`config.mk`:
```
export PLATFORM = sky130hd
export DESIGN_NAME = sobel_kernel
export DESIGN_NICKNAME = d
export VERILOG_FILES = /design/src/rtl/sobel_pkg.sv /design/src/rtl/sobel_grad.sv /design/src/rtl/sobel_kernel.sv
export SDC_FILE = /design/constraint.sdc
export NUM_CORES = 1
export LEC_CHECK = 0
export CAP_MARGIN = 20
export CELL_PAD_IN_SITES_DETAIL_PLACEMENT = 1
export CELL_PAD_IN_SITES_GLOBAL_PLACEMENT = 1
export CORE_UTILIZATION = 35
export DETAILED_ROUTE_END_ITERATION = 8
export GPL_ROUTABILITY_DRIVEN = 1
export PLACE_DENSITY_LB_ADDON = 0.15
export REMOVE_ABC_BUFFERS = 1
export SYNTH_ARGS = -nofsm -noshare
export SYNTH_HDL_FRONTEND = slang
export SYNTH_HIERARCHICAL = 1
export SYNTH_SLANG_ARGS = --single-unit
```
`constraint.sdc`:
```
create_clock -name clk -period 6.15 [get_ports clk]
set_input_delay 0.615 -clock clk [delete_from_list [all_inputs] [get_ports clk]]
set_output_delay 0.615 -clock clk [all_outputs]
set_load 0.02 [all_outputs]
```
`src/rtl/sobel_pkg.sv`:
```
// Shared types and constants for the 3x3 Sobel edge detector.
// Widths cover the full dynamic range, so no stage ever saturates.
package sobel_pkg;

  localparam int PIX_W = 8;
  localparam int SUM_W = 10;
  localparam int MAG_W = 11;

  localparam logic [MAG_W-1:0] THRESHOLD_DEFAULT = 11'd128;

  typedef logic        [PIX_W-1:0] pix_t;
  typedef logic        [SUM_W-1:0] sum_t;
  typedef logic signed [MAG_W-1:0] grad_t;
  typedef logic        [MAG_W-1:0] mag_t;

endpackage

```
`src/rtl/sobel_grad.sv`:
```
// One Sobel gradient axis: (p0 + 2*p1 + p2) - (n0 + 2*n1 + n2).
// Each weighted triple fits in 10 bits; the difference fits in 11-bit signed.
module sobel_grad
  import sobel_pkg::*;
(
  input  pix_t  p0,
  input  pix_t  p1,
  input  pix_t  p2,
  input  pix_t  n0,
  input  pix_t  n1,
  input  pix_t  n2,
  output grad_t grad
);

  sum_t sum_p;
  sum_t sum_n;

  always_comb begin
    sum_p = {2'b00, p0} + {1'b0, p1, 1'b0} + {2'b00, p2};
    sum_n = {2'b00, n0} + {1'b0, n1, 1'b0} + {2'b00, n2};
    grad  = grad_t'({1'b0, sum_p}) - grad_t'({1'b0, sum_n});
  end

endmodule

```
`src/rtl/sobel_kernel.sv`:
```
// Combinational 3x3 Sobel magnitude |Gx|+|Gy| with threshold flag,
// plus a registered copy of the flag for pipelined consumers.
module sobel_kernel
  import sobel_pkg::*;
#(
  parameter logic [MAG_W-1:0] THRESHOLD = THRESHOLD_DEFAULT,
  parameter int               PIX_W     = sobel_pkg::PIX_W
) (
  input  logic             clk,
  input  logic             rstn,
  input  logic [PIX_W-1:0] In0,
  input  logic [PIX_W-1:0] In1,
  input  logic [PIX_W-1:0] In2,
  input  logic [PIX_W-1:0] In3,
  input  logic [PIX_W-1:0] In4,
  input  logic [PIX_W-1:0] In5,
  input  logic [PIX_W-1:0] In6,
  input  logic [PIX_W-1:0] In7,
  output logic             result,
  output logic [MAG_W-1:0] mag,
  output logic             result_q
);

  grad_t gx;
  grad_t gy;
  mag_t  abs_x;
  mag_t  abs_y;
  logic  result_d;
  logic  result_r_q;

  // Gx: right column positive, left column negative
  sobel_grad u_grad_x (
    .p0   (In2),
    .p1   (In4),
    .p2   (In7),
    .n0   (In0),
    .n1   (In3),
    .n2   (In5),
    .grad (gx)
  );

  // Gy: bottom row positive, top row negative
  sobel_grad u_grad_y (
    .p0   (In5),
    .p1   (In6),
    .p2   (In7),
    .n0   (In0),
    .n1   (In1),
    .n2   (In2),
    .grad (gy)
  );

  // |G| never exceeds 1020, so negating the 11-bit value cannot overflow
  always_comb begin
    abs_x  = gx[MAG_W-1] ? mag_t'(-gx) : mag_t'(gx);
    abs_y  = gy[MAG_W-1] ? mag_t'(-gy) : mag_t'(gy);
    mag    = abs_x + abs_y;
    result = (mag > THRESHOLD);
  end

  always_comb begin
    result_d = result;
  end

  always_ff @(posedge clk or negedge rstn) begin
    if (!rstn) begin
      result_r_q <= 1'b0;
    end else begin
      result_r_q <= result_d;
    end
  end

  assign result_q = result_r_q;

endmodule

```
==> flow_summary.html <==
<table>
<tr><th>Metric</th><th>Value</th></tr>
<tr><th colspan="2">Worst setup path</th></tr>
<tr><td>Largest driver fanout on the critical path</td><td>6</td></tr>
<tr><td>Critical path data required time</td><td>5.53 ns</td></tr>
<tr><td>Most frequent cell on the critical path</td><td>sky130_fd_sc_hd__buf_6</td></tr>
<tr><td>Slowest Stage Delay on Critical Path</td><td>0.53 ns</td></tr>
<tr><td>Timing endpoint of the critical path</td><td>result</td></tr>
<tr><td>Cell-by-cell listing of the critical path</td><td>buf_6, buf_6, fa_1, fa_1, inv_1, fa_1, inv_1, ha_1, a21o_1, a21oi_4, o21a_4, o21ai_4, a31oi_4, buf_6, nand2b_1, xnor2_1, ha_1, buf_4, xnor2_1, or4_1, or4_4, a2111o_1, buf_6</td></tr>
<tr><td>Slowest cell on the critical path</td><td>sky130_fd_sc_hd__fa_1</td></tr>
<tr><td>Launching element type of the critical path</td><td>input pin</td></tr>
<tr><td>Arrival time reported for the critical path endpoint</td><td>6.38 ns</td></tr>
<tr><td>Sort of element at the end of the critical path</td><td>primary output</td></tr>
<tr><td>Path type of the worst setup path</td><td>in2out</td></tr>
<tr><td>Worst setup startpoint</td><td>In5[2]</td></tr>
<tr><th colspan="2">Floorplan</th></tr>
<tr><td>Site Rows</td><td>35</td></tr>
<tr><td>Number of I/O pins</td><td>79</td></tr>
<tr><td>Vertical extent of the die</td><td>100 um</td></tr>
<tr><td>Die Footprint</td><td>10100 sq um</td></tr>
<tr><td>Horizontal extent of the die</td><td>100 um</td></tr>
<tr><td>Placeable Area</td><td>9330 sq um</td></tr>
<tr><td>Initial standard-cell utilization of the core</td><td>36.4%</td></tr>
<tr><th colspan="2">Route</th></tr>
<tr><td>Total wire length</td><td>14500 um</td></tr>
<tr><td>Number of detailed-route iterations in the first pass</td><td>4</td></tr>
<tr><td>First DRT Iteration DRCs</td><td>82</td></tr>
<tr><td>WL per Instance</td><td>19.6 um</td></tr>
<tr><td>Via-per-instance ratio</td><td>4.90</td></tr>
<tr><td>Via total after detailed routing</td><td>3629</td></tr>
<tr><td>Number of remaining DRC errors</td><td>0</td></tr>
<tr><td>Antenna viol nets, final</td><td>0</td></tr>
<tr><th colspan="2">Logic synthesis</th></tr>
<tr><td>FF+latch count, synth</td><td>1</td></tr>
<tr><td>Synthesized instance count</td><td>416</td></tr>
<tr><td>Synth unique cells</td><td>42</td></tr>
<tr><td>Primary FF master, synth</td><td>sky130_fd_sc_hd__dfrtp_1</td></tr>
<tr><td>Post-synth EDFFs</td><td>0</td></tr>
<tr><td>Register area share after synthesis</td><td>0.737%</td></tr>
<tr><td>Post-Synthesis Mean Instance Area</td><td>8.16 sq um</td></tr>
<tr><td>Warnings from Yosys</td><td>6</td></tr>
<tr><td>Post-synthesis instance area</td><td>3390 sq um</td></tr>
<tr><td>Share of flip-flops with an asynchronous set or reset</td><td>100%</td></tr>
<tr><th colspan="2">STA</th></tr>
<tr><td>Min cycle time layout</td><td>7.00 ns</td></tr>
<tr><td>Setup violation total in the final timing report</td><td>7</td></tr>
<tr><td>RSZ-0062 raised after global routing</td><td>true</td></tr>
<tr><td>Worst Setup Slack, final</td><td>-0.847 ns</td></tr>
<tr><td>Period utilisation layout</td><td>114%</td></tr>
<tr><td>Slew margin rel.</td><td>66.6%</td></tr>
<tr><td>Total Neg Setup Slack</td><td>-1.86 ns</td></tr>
<tr><td>Transition time at the pin with the least slew margin</td><td>0.498 ns</td></tr>
<tr><td>Count of final max-slew check failures</td><td>0</td></tr>
<tr><td>Fmax</td><td>143 MHz</td></tr>
<tr><td>Number of hold violations in the final report</td><td>0</td></tr>
<tr><th colspan="2">Place</th></tr>
<tr><td>DP HPWL</td><td>8330 um</td></tr>
<tr><td>DP Worst Slack</td><td>-1.55 ns</td></tr>
<tr><td>Count of buffers from port buffering</td><td>78</td></tr>
<tr><td>Count of placed standard cells including taps</td><td>720</td></tr>
<tr><td>Final RePlAce weighted congestion</td><td>0.849</td></tr>
<tr><th colspan="2">Finish</th></tr>
<tr><td>P&amp;R area growth vs syn</td><td>77.4%</td></tr>
<tr><td>Post-layout utilization of the core</td><td>64.5%</td></tr>
<tr><td>Largest register FFs</td><td>1</td></tr>
<tr><td>Most frequent cells in the layout</td><td>sky130_fd_sc_hd__inv_1, sky130_fd_sc_hd__buf_4, sky130_fd_sc_hd__fa_1, sky130_fd_sc_hd__dlygate4sd2_1, sky130_fd_sc_hd__inv_2</td></tr>
<tr><td>Post-Layout Cell Count</td><td>740</td></tr>
<tr><td>Fraction of layout cells with a size suffix above 1</td><td>43.0%</td></tr>
<tr><td>Most common library cell in the layout ignoring fill and taps</td><td>sky130_fd_sc_hd__inv_1</td></tr>
<tr><td>Number of nets in the final layout</td><td>778</td></tr>
<tr><td>Antenna Diode Count</td><td>0</td></tr>
<tr><th colspan="2">Outcome</th></tr>
<tr><td>Run status</td><td>complete, but fails checks</td></tr>
<tr><td>Violated checks</td><td>setup timing</td></tr>
<tr><th colspan="2">Global routing</th></tr>
<tr><td>Initial antenna violation count</td><td>0</td></tr>
<tr><td>Vias in the first global route</td><td>4020</td></tr>
<tr><td>Global-route wire length before repair</td><td>18400 um</td></tr>
<tr><td>Total routing usage reported by global routing</td><td>23.2%</td></tr>
<tr><td>Maximum number of pins on one net before global-route repair</td><td>7</td></tr>
<tr><td>Total congestion overflow after global routing</td><td>0</td></tr>
<tr><th colspan="2">Job</th></tr>
<tr><td>Count of maximum capacitance violations</td><td>0</td></tr>
<tr><th colspan="2">Min path</th></tr>
<tr><td>Type of the tightest min-delay check</td><td>in2async</td></tr>
<tr><th colspan="2">Clocking</th></tr>
<tr><td>Clock Pin Slew Worst Setup and Hold Paths</td><td>0 ns</td></tr>
<tr><td>Cts-stage hold buffer count</td><td>0</td></tr>
</table>
[critical path, delay by kind of cell]
kind,cells,cell delay (ns)
xor gates and xnor gates,2,0.40
and+or+nand+nor,3,1.13
AOI/OAI and AO/OA,6,1.24
buffers and inverters,7,0.81
adders and majority gates,5,2.16
[metrics by stage]
stage / area, sq um / hold slack, ns
floorplan: 3390 / 0.319
CTS: 5530 / 0.768
global route: 6020 / 0.771
global placement: 5070 / 0.763
detailed placement: 5070 / 0.768
finish: 6020 / 0.766
[cells by family after synthesis]
family / count (synthesis) / synth area share (%)
buffers and inverters: 163 / 18.0
AND/OR/NAND/NOR: 55 / 8.37
flip-flops: 1 / 0.737
AO/OA/AOI/OAI: 59 / 12.4
XOR/XNOR: 39 / 10.1
adder cells (fa/ha/maj): 99 / 50.4
[repair_timing]
action,4_1_cts,5_1_grt
setup endpoints to repair,12,11
pin swaps,93,40
setup buffers,15,13
resized for setup,188,99
[metal layers]
layer	part of all wire (%)	up-vias	track usage, %
met4	4.1	0	5.35
met2	57	113	49.4
met1	36	1830	24.5
li1	-	1635	-
met5	0	-	0
met3	2.8	51	1.18
[cell type report]
cell class	count	area, sq um
Multi-Input combinational cell	252	3560
Fill cell	1083	3310
Timing Repair Buffer	197	1670
Inverter	161	604
Tap cell	129	161
Sequential cell	1	25.0
[Yosys cell counts, types with 3 or more instances]
library cell	n	area [sq um]
sky130_fd_sc_hd__xor2_1	9	78.8
sky130_fd_sc_hd__ha_1	36	450
sky130_fd_sc_hd__nand2b_1	5	31.3
sky130_fd_sc_hd__xnor2_1	30	263
sky130_fd_sc_hd__a21o_1	7	52.6
sky130_fd_sc_hd__o21ai_0	11	55.1
sky130_fd_sc_hd__or4_1	3	22.5
sky130_fd_sc_hd__nand2_1	16	60.1
sky130_fd_sc_hd__o31ai_1	4	30.0
sky130_fd_sc_hd__o21a_1	3	22.5
sky130_fd_sc_hd__a21oi_1	13	65.1
sky130_fd_sc_hd__fa_1	63	1260
sky130_fd_sc_hd__a31oi_1	4	25.0
sky130_fd_sc_hd__nor3_1	6	30.0
sky130_fd_sc_hd__inv_1	161	604
sky130_fd_sc_hd__nand3_1	7	35.0
sky130_fd_sc_hd__nor2_1	8	30.0
[how the worst min path moves through the flow]
stage                     from       end  slack, ns  cells after the start
after floorplan           rstn  result_q       0.32                      0
after global placement    rstn  result_q       0.76                      1
after detailed placement  rstn  result_q       0.77                      1
after CTS                 rstn  result_q       0.77                      1
after global routing      rstn  result_q       0.77                      1
final                     rstn  result_q       0.77                      1
Power is not shown: default switching activity piles up to over one toggle a cycle in this logic, so the estimate is an artifact.
